**src/rtl/muldiv_sequencer.sv**
```systemverilog
// Sequences one MULT/DIV operation: captures operands, starts the selected unit,
// waits for completion (with timeout), then writes HI/LO or raises an error pulse.
module muldiv_sequencer #(
   parameter int TIMEOUT = 40
) (
   input  logic        clk,
   input  logic        reset,
   input  logic        req_valid,
   input  logic        req_op,
   input  logic [31:0] opa,
   input  logic [31:0] opb,
   output logic        req_ready,
   output logic        busy,
   output logic [31:0] unit_a,
   output logic [31:0] unit_b,
   output logic        mult_start,
   output logic        div_start,
   input  logic        mult_ready,
   input  logic        div_ready,
   input  logic        div_zero,
   input  logic [31:0] unit_hi,
   input  logic [31:0] unit_lo,
   output logic        hi_wr,
   output logic        lo_wr,
   output logic [31:0] hi_data,
   output logic [31:0] lo_data,
   output logic        done,
   output logic        exc_div0,
   output logic        exc_timeout
);

   typedef enum logic [2:0] {S_IDLE, S_START, S_WAIT, S_WRITE, S_EXC} state_t;

   localparam logic [5:0] CNT_LAST = 6'(TIMEOUT - 1);

   state_t      state, next_state;
   logic        op_q;
   logic [5:0]  cnt;
   logic        exc_is_tmo;
   logic        capture, load, clr_cnt, inc_cnt, go_div0, go_tmo, sel_ready;

   always_comb begin
      next_state = state;
      capture    = 1'b0;
      load       = 1'b0;
      clr_cnt    = 1'b0;
      inc_cnt    = 1'b0;
      go_div0    = 1'b0;
      go_tmo     = 1'b0;
      sel_ready  = op_q ? div_ready : mult_ready;
      case (state)
         S_IDLE: begin
            if (req_valid) begin
               capture = 1'b1;
               if (req_op && opb == 32'd0) begin
                  go_div0    = 1'b1;
                  next_state = S_EXC;
               end else begin
                  next_state = S_START;
               end
            end
         end
         S_START: begin
            clr_cnt    = 1'b1;
            next_state = S_WAIT;
         end
         S_WAIT: begin
            inc_cnt = 1'b1;
            // Completion outranks both divide-by-zero and timeout.
            if (sel_ready) begin
               load       = 1'b1;
               next_state = S_WRITE;
            end else if (op_q && div_zero) begin
               go_div0    = 1'b1;
               next_state = S_EXC;
            end else if (cnt == CNT_LAST) begin
               go_tmo     = 1'b1;
               next_state = S_EXC;
            end
         end
         S_WRITE: next_state = S_IDLE;
         S_EXC:   next_state = S_IDLE;
         default: next_state = S_IDLE;
      endcase
   end

   always_ff @(posedge clk or posedge reset) begin
      if (reset) begin
         state      <= S_IDLE;
         op_q       <= 1'b0;
         unit_a     <= '0;
         unit_b     <= '0;
         cnt        <= '0;
         exc_is_tmo <= 1'b0;
         hi_data    <= '0;
         lo_data    <= '0;
      end else begin
         state <= next_state;
         if (capture) begin
            op_q   <= req_op;
            unit_a <= opa;
            unit_b <= opb;
         end
         if (clr_cnt)
            cnt <= '0;
         else if (inc_cnt)
            cnt <= cnt + 6'd1;
         if (go_div0 || go_tmo)
            exc_is_tmo <= go_tmo;
         if (load) begin
            hi_data <= unit_hi;
            lo_data <= unit_lo;
         end
      end
   end

   // Completion/error pulses are registered off the WRITE/EXC state, so they
   // appear the cycle after it (ready sampled in WAIT -> done two cycles later).
   always_ff @(posedge clk or posedge reset) begin
      if (reset) begin
         done        <= 1'b0;
         hi_wr       <= 1'b0;
         lo_wr       <= 1'b0;
         exc_div0    <= 1'b0;
         exc_timeout <= 1'b0;
      end else begin
         done        <= (state == S_WRITE);
         hi_wr       <= (state == S_WRITE);
         lo_wr       <= (state == S_WRITE);
         exc_div0    <= (state == S_EXC) && !exc_is_tmo;
         exc_timeout <= (state == S_EXC) && exc_is_tmo;
      end
   end

   assign mult_start = (state == S_START) && !op_q;
   assign div_start  = (state == S_START) && op_q;
   assign req_ready  = (state == S_IDLE);
   assign busy       = (state != S_IDLE);

endmodule

```
**config.mk**
```make
export PLATFORM = sky130hd
export DESIGN_NAME = muldiv_sequencer
export DESIGN_NICKNAME = d
export VERILOG_FILES = /design/src/rtl/muldiv_sequencer.sv
export SDC_FILE = /design/constraint.sdc
export NUM_CORES = 1
export LEC_CHECK = 0
export ABC_AREA = 1
export BUFFER_PORTS_ARGS = -buffer_cell sky130_fd_sc_hd__buf_2
export CORE_ASPECT_RATIO = 0.5
export CORE_MARGIN = 2
export CORE_UTILIZATION = 45
export CTS_BUF_LIST = sky130_fd_sc_hd__clkbuf_8
export DETAILED_ROUTE_END_ITERATION = 16
export PLACE_DENSITY = 0.75
export SKIP_LAST_GASP = 1
export SLEW_MARGIN = 20
export SYNTH_ARGS = -nofsm -noshare
export SYNTH_HDL_FRONTEND = slang
export SYNTH_SLANG_ARGS = --single-unit
```
**constraint.sdc**
```tcl
create_clock -name clk -period 9.7 [get_ports clk]
set_clock_uncertainty 0.05 [all_clocks]
set_input_delay 0.97 -clock clk [delete_from_list [all_inputs] [get_ports clk]]
set_output_delay 0.97 -clock clk [all_outputs]
set_load 0.01 [all_outputs]
```
Word level (Yosys, flattened, before mapping)
Index checks and enable logic that the tools add are counted.
- register bits after elaboration: 142
- latch bits: 0
- RAM bits: 0
- bits in read-only memories: 0
- bits of input ports: 135
- output and inout bits: 137
- word-level logic and storage cells: 57
- memories kept: 0
- $add $sub $neg: 1
- $mul: 0
- div/mod/pow operators: 0
- magnitude comparators: 0
- equal/unequal tests: 7
- shift operators: 0
- multiplexer cells: 24
- bitwise logic cells: 0
- reductions and logical operators: 14
- operators with widths (kind ; count):
    $logic_not 32->1 ; 1
    $mux 1 ; 15
    $mux 3 ; 5
    $mux 6 ; 2
    $pmux 3 s3 ; 1
    $add 6x1->6 const B ; 1
    $eq 3x2->1 const B ; 2
    $eq 6x6->1 const B ; 1
    $logic_and 1x1->1 ; 6
    $ne 4x4->1 const B ; 1
    $eq 3x1->1 const B ; 1
    $eq 3x3->1 const B ; 1
    $logic_not 3->1 ; 1
    $reduce_bool 3->1 ; 1
    $logic_not 1->1 ; 2
    $ne 2x2->1 const B ; 1
    $pmux 1 s2 ; 1
    $reduce_and 2->1 ; 1
    $reduce_bool 2->1 ; 1
    $logic_or 1x1->1 ; 1

Longest topological paths before layout
Gate-level depths: netlist (run 1).
- word-level depth: 6
- gate-level depth with buffers: 8

Least setup slack after synthesis (run 1)
Ideal clock, no wire load.
- path kind: reg2out
- from: register state[2]
- to: output div_start
- arrival: 0.953 ns
- data required time: 8.680 ns
- setup slack: 7.727 ns
- cell stages (with the launch flop): 4
- cell sequence: dfrtp_1 -> nor3_1 -> inv_1 -> nor2_1
- word-level cells in the longest chain between the ends: 2
- ends and longest elaborated chain (item ; line ; text):
    from (decl) ; 36 ; state_t state, next_state;
    from (signal assigned) ; 98 ; state <= next_state;
    $eq 3x1->1 ; 136 ; assign div_start = (state == S_START) && op_q;
    $logic_and 1x1->1 ; 136 ;
    to (decl) ; 17 ; output logic div_start,
Every way passes these cells.

Final worst setup path (run 1)
- from: register state[2]
- to: output mult_start
- word-level cells in the longest chain between the ends: 2
- ends and longest elaborated chain (item ; line ; text):
    $eq 3x1->1 ; 135 ; assign mult_start = (state == S_START) && !op_q;
    $logic_and 1x1->1 ; 135 ;
    to (decl) ; 16 ; output logic mult_start,
Every way passes these cells.

==> flow_metrics.tcl, run 1 <==
set metrics [dict create \
    layout.nets 930 \
    initial_core_util_pct 45.6 \
    power.density_nw_per_um2 335 \
    drive_gt1_share_pct 46.3 \
    first_pass_iters 4 \
    wire_per_inst_um 13.8 \
    ys_seq_area_share_pct 62.0 \
    startpoint "state[2]$_DFFE_PP0P_" \
    port_buffers 271 \
    place_congestion 0.805 \
    cts_made_buffers 17 \
    die_height_um 83.8 \
    post_synth.cell_area_avg_um2 10.9 \
    ys_ff_latch 142 \
    grt_pass1_vias 4464 \
    fmax_mhz 375 \
    ctsResizeCount 0 \
    n_fill_cell 1099 \
    routed_via_density 4.66 \
    instances_no_fill 976 \
    setup.worst_path.start_class "flip-flop" \
    antenna_left 0 \
    endpoint "mult_start" \
    antenna_found_initial 0 \
    reg2reg_depth 7 \
    finalSetupViolCount 0 \
    hold_class "flip-flop to flip-flop" \
    io_pins 272 \
    critPathTopFamily "simple AND/OR/NAND/NOR gates" \
    core.rowCount 29 \
    yosysMostFrequentCell "nand2_1" \
    crit_type "flip-flop to output pin" \
    synth_area_um2 5730 \
    yosys.area.top_type "dfrtp_1" \
    r2r_start "state[2]$_DFFE_PP0P_" \
    timing.final.crit_share_pct 27.5 \
    crit_cells 4 \
    drt_iter0_drc 248 \
    power.leakage_nw 4.34 \
    ys.warnings.count 0 \
    root_buffer "clkbuf_8" \
    seq_area_um2 3550 \
    cp_slowest_stage_delay_ns 0.42 \
    grt_max_degree 73 \
    grt_use_met1_pct 23.6 \
    clock-sinks 142 \
    maxSlewViolCount 0 \
    grt_pass1_wl_um 21500 \
    fin_setup_tns_ns 0 \
    clkTransAtPathRegs_ns 0.07 \
    yosysUniqueCellTypes 21 \
    synth_top_cell_area_share_pct 62.0 \
    dp_cells 945 \
    vdd_drop_max_mv 0.145 \
    use_met2_pct 35.0 \
    cpMaxStageDelayCell "dfrtp_1" \
    coreArea_um2 12600 \
    drc_errors 0 \
    end_kind "output pin" \
    ys.flop_type "dfrtp_1" \
    grt_setup_unrepaired "no" \
    syn_to_final_growth_pct 32.8 \
    grt.overflow.total 0 \
    grt.busiest_layer "met2" \
    ctsHtreeMaxLevel 4 \
    synth_fp_nets 660 \
    synth_common_cells "nand2_1, dfrtp_1, mux2_4, nor2_1, mux2_2" \
    ctsHoldBuffers 0 \
    reg2reg_to "unit_b[6]$_DFFE_PP0P_" \
    worst-path-buf-inv 2 \
    syn_inst 524 \
    wl_um 13500 \
    clock_latency_ns 0.41 \
    final-hold-violation-count 0 \
    synth_edf_count 0 \
    cts_tree "yes" \
    cp.arrival_ns 1.65 \
    max-clock-path-buffers 2 \
    multiInputGateArea_um2 1980 \
    cp_data_required_time_ns 8.68 \
    die_w_um 164 \
    diodes 0 \
    min_period_ns 2.67 \
    gr-usage-met3_pct 3.08 \
    via_count 4551 \
    async_flop_share_pct 100 \
    path_cells "nor3_1, inv_1, nor2_1, buf_2" \
    gr-usage-all-layers_pct 19.8 \
    slew_headroom_pct 28.6 \
    cts_setup_buffers 0 \
    max-cap-violations 0 \
    cp_max_fo 6 \
    ys_top_cells_by_area "dfrtp_1, nand2_1, mux2_4" \
    reg2reg_slack_ns 7.28 \
    dpl.hpwl_um 9580 \
    die-area_um2 13700 \
    outcome "complete, no violations" \
    tightest_slew_ns 1.07 \
]
==> worst min path at each step <==
stage,start,end,slack (ns),cells after the start
6_report,exc_is_tmo$_DFFE_PP0P_,exc_div0$_DFF_PP0_,0.41,1
3_5_place_dp,unit_b[29]$_DFFE_PP0P_,unit_b[29]$_DFFE_PP0P_,0.40,2
3_3_place_gp,unit_a[29]$_DFFE_PP0P_,unit_a[29]$_DFFE_PP0P_,0.40,2
4_1_cts,exc_is_tmo$_DFFE_PP0P_,exc_div0$_DFF_PP0_,0.41,1
5_1_grt,exc_is_tmo$_DFFE_PP0P_,exc_div0$_DFF_PP0_,0.43,1
2_1_floorplan,exc_is_tmo$_DFFE_PP0P_,exc_div0$_DFF_PP0_,0.37,1
==> layout by cell type, fill, tap and decap left out <==
| master | n |
|---|---|
| buf_2 | 271 |
| clkinvlp_4 | 1 |
| inv_1 | 15 |
| nor2_1 | 31 |
| clkinv_2 | 4 |
| inv_4 | 1 |
| inv_2 | 1 |
| nor2_4 | 1 |
| mux2_2 | 26 |
| nand3b_1 | 1 |
| o21ai_0 | 8 |
| mux2_4 | 38 |
| nor3_1 | 2 |
| nand2_1 | 218 |
| nand2_4 | 1 |
| inv_6 | 2 |
| nand4_1 | 2 |
| bufinv_16 | 4 |
| nand3_1 | 11 |
| ha_1 | 1 |
| clkinv_4 | 1 |
| clkbuf_8 | 18 |
| buf_4 | 2 |
| nor2_2 | 1 |
| nand2_2 | 1 |
| dfrtp_1 | 142 |
| a21oi_1 | 2 |
==> sequential cells by signal, summed over array words and instances (netlist names) <==
register and flops:
cnt 6, done 1, exc_div0 1, exc_is_tmo 1
exc_timeout 1, hi_data 32, lo_data 32, op_q 1
state 3, unit_a 32, unit_b 32
==> worst register-to-register path, cell delays in order, from the launching register on <==
cell and delay, ns:
dfrtp_1 0.42, nor2_2 0.15, nand2_1 0.14, nor2_4 0.10, buf_4 0.55, inv_2 0.59, nand2_1 0.26, nand2_1 0.07
==> power by group <==
| part | switching (mW) | internal (mW) |
|---|---|---|
| logic | 0.535 | 0.490 |
| registers | 0.147 | 0.872 |
| clock network | 0.222 | 0.284 |
==> final cells by class <==
type	instances	area share, %
clock inverters	13	2.27
inverters	16	0.888
well taps	170	2.80
clock buffers	18	3.26
flip-flops and latches	142	46.7
repair buffers	273	18.0
multi-input cells	344	26.0
==> cells by family (layout without fill, tap and decap cells) <==
family	count (synthesis)	count (layout)	synth area share, %
muxes	64	64	15.1
buffers and inverters	38	320	3.58
and+or+nand+nor	269	269	18.2
DFF	142	142	62.0
AOI/OAI and AO/OA	10	10	0.874
adders and majority gates	1	1	0.218
==> routing by layer <==
layer  routed length (µm)  up-vias  part of all wire, %
li1                     -     2190                    -
met2                 7030      132                   52
met3                  505       31                  3.7
met1                 5540     2198                   41
met4                  406        0                  3.0
met5                    0        -                    0
==> stage by stage <==
| step | setup WS, ns | power [mW] | hold slack (ns) | area, µm² | util (%) |
|---|---|---|---|---|---|
| 6_report | 7.03 | 2.55 | 0.411 | 7610 | 60.6 |
| 5_1_grt | 6.80 | 2.72 | 0.431 | 7610 | 60.6 |
| 4_1_cts | 6.99 | 2.58 | 0.414 | 7610 | 60.6 |
| 3_5_place_dp | 6.87 | 2.06 | 0.403 | 7190 | 57.2 |
| 3_3_place_gp | 6.92 | 2.03 | 0.400 | 7190 | 57.2 |
| 2_1_floorplan | 4.87 | 1.66 | 0.374 | 5730 | - |
No activity file was read; power rests on OpenSTA's default activity.
==> run 2: changes to the inputs <==
==> constraint.sdc (replaced) <==
create_clock -name clk -period 2.7 [get_ports clk]
set_clock_uncertainty 0.05 [all_clocks]
set_input_delay 0.27 -clock clk [delete_from_list [all_inputs] [get_ports clk]]
set_output_delay 0.27 -clock clk [all_outputs]
set_load 0.01 [all_outputs]
==> flow_metrics.tcl, run 2 (same netlist as run 1, synthesis figures left out) <==
set metrics [dict create \
    cts_tree "yes" \
    switchingPower_mw 3.29 \
    clock_latency_ns 0.42 \
    grt_pass1_wl_um 23100 \
    instances_no_fill 1036 \
    via_count 4726 \
    drive_gt1_share_pct 43.6 \
    r2r_start "state[2]$_DFFE_PP0P_" \
    reg2reg_slack_ns 0.68 \
    fin_area_um2 8220 \
    layout.nets 990 \
    dp_cells 949 \
    crit_type "flip-flop to flip-flop" \
    wl_um 14500 \
    vdd_drop_max_mv 0.561 \
    ctsHtreeMaxLevel 4 \
    fin_util_pct 65.5 \
    wire_per_inst_um 14.0 \
    grt.overflow.total 0 \
    dpl.hpwl_um 9990 \
    multiInputGateArea_um2 1980 \
    cts_made_buffers 17 \
    cp_max_fo 40 \
    cts_setup_buffers 0 \
    antenna_left 0 \
    maxSlewViolCount 0 \
    reg2reg_depth 6 \
    io_pins 272 \
    end_kind "flip-flop" \
    grt_pass1_vias 4825 \
    place_congestion 0.800 \
    die-area_um2 13700 \
    switching_share_pct 35.8 \
    reg2reg_to "hi_data[8]$_DFFE_PP0P_" \
    final-hold-violation-count 0 \
    port_buffers 271 \
    clkTransAtPathRegs_ns 0.08 \
    drc_errors 0 \
    cp_data_required_time_ns 2.95 \
    holdCritStartpoint "opb[31]" \
    initial_core_util_pct 45.6 \
    min_period_ns 2.02 \
    grt_max_degree 68 \
    syn_to_final_growth_pct 43.5 \
    hold_class "input port to flip-flop" \
    max-clock-path-buffers 2 \
    root_buffer "clkbuf_8" \
    p_int_mw 5.89 \
    n_fill_cell 1013 \
    first_pass_iters 4 \
    coreArea_um2 12600 \
    power.density_nw_per_um2 1120 \
    routed_via_density 4.56 \
    gr-usage-all-layers_pct 21.2 \
    place_area_um2 7260 \
    p_clk_share_pct 18.6 \
    final_common_cell "buf_2" \
    max-cap-violations 0 \
    seq_area_um2 3550 \
    cp.arrival_ns 2.27 \
    die_height_um 83.8 \
    tightest_slew_ns 0.678 \
    setup_ws_ns 0.677 \
    outcome "complete, no violations" \
    place_ws_ns 0.695 \
    fin_hold_ws_ns 0.0252 \
    die_w_um 164 \
    comb_power_share_pct 41.4 \
    layout_common_cells "buf_2, nand2_1, dfrtp_1" \
    finalSetupViolCount 0 \
    clock-sinks 142 \
    whs_path_depth 3 \
    fmax_mhz 494 \
    slew_headroom_pct 54.7 \
    setup.worst_path.start_class "flip-flop" \
    drt_iter0_drc 194 \
    power.leakage_nw 4.59 \
    fin_setup_tns_ns 0 \
    hold_end "unit_b[31]$_DFFE_PP0P_" \
    timing.final.crit_share_pct 74.9 \
    power.total_mw 9.17 \
    antenna_found_initial 1 \
    core.rowCount 29 \
    power.sequential.fraction_pct 40.1 \
    grt_setup_unrepaired "no" \
]
run 2: cell types whose count changed in the layout (fill, tap and decap cells not counted), sizes merged:
| cell | previous run | this run |
|---|---|---|
| diode | 0 | 1 |
| dlygate4sd3 | 0 | 56 |
| inv | 19 | 16 |
| buf | 273 | 277 |
| bufinv | 4 | 3 |
| clkinv | 5 | 4 |
| clkinvlp | 1 | 5 |
run 2: critical path, stage by stage, from the launching register on:
cell and delay [ns]:
dfrtp_1 0.42, nor2_2 0.16, nand2_2 0.12, inv_4 0.13
nand2_4 0.35, buf_12 0.34, mux2_4 0.31
run 2: cell type report:
cell class / count / area share, %
timing repair buffer: 333 / 24.5
clock inverter: 12 / 1.80
tap: 170 / 2.59
inverter: 16 / 0.806
sequential: 142 / 43.2
clock buffer: 18 / 3.01
multi-input combinational: 344 / 24.1
antenna: 1 / 0.0304
run 2: how the worst max path moves through the flow:
stage / startpoint / cells past startpoint / slack [ns] / to
global route: state[2]$_DFFE_PP0P_ / 6 / 0.58 / hi_data[8]$_DFFE_PP0P_
finish: state[2]$_DFFE_PP0P_ / 6 / 0.68 / hi_data[8]$_DFFE_PP0P_
CTS: state[2]$_DFFE_PP0P_ / 6 / 0.69 / lo_data[1]$_DFFE_PP0P_
global placement: state[2]$_DFFE_PP0P_ / 6 / 0.78 / lo_data[0]$_DFFE_PP0P_
floorplan: reset / 1 / 0.60 / cnt[0]$_DFFE_PP0P_
detailed placement: state[2]$_DFFE_PP0P_ / 6 / 0.70 / lo_data[1]$_DFFE_PP0P_
run 2: per-layer routing:
| layer | vias to the layer above | GRT usage, % | share of wire, % |
|---|---|---|---|
| li1 | 2312 | - | - |
| met1 | 2270 | 24.5 | 41 |
| met2 | 123 | 39.0 | 53 |
| met3 | 21 | 3.63 | 4.0 |
| met4 | 0 | 8.69 | 1.8 |
| met5 | - | 0 | 0 |
run 2: timing repair:
| item | 4_1_cts | 5_1_grt |
|---|---|---|
| hold buffers | 56 | 0 |
| hold endpoints to repair | 81 | 0 |
| resized for setup | 0 | 0 |
| endpoints found under the setup margin | 0 | 0 |
run 2: power by group through the flow:
stage | registers, mW | logic, mW | clock network [mW]
detailed placement | 3.68 | 3.77 | 0
finish | 3.67 | 3.79 | 1.70
CTS | 3.67 | 3.83 | 1.75
floorplan | 4.13 | 1.83 | 0
global placement | 3.65 | 3.65 | 0
global route | 3.80 | 4.14 | 1.86
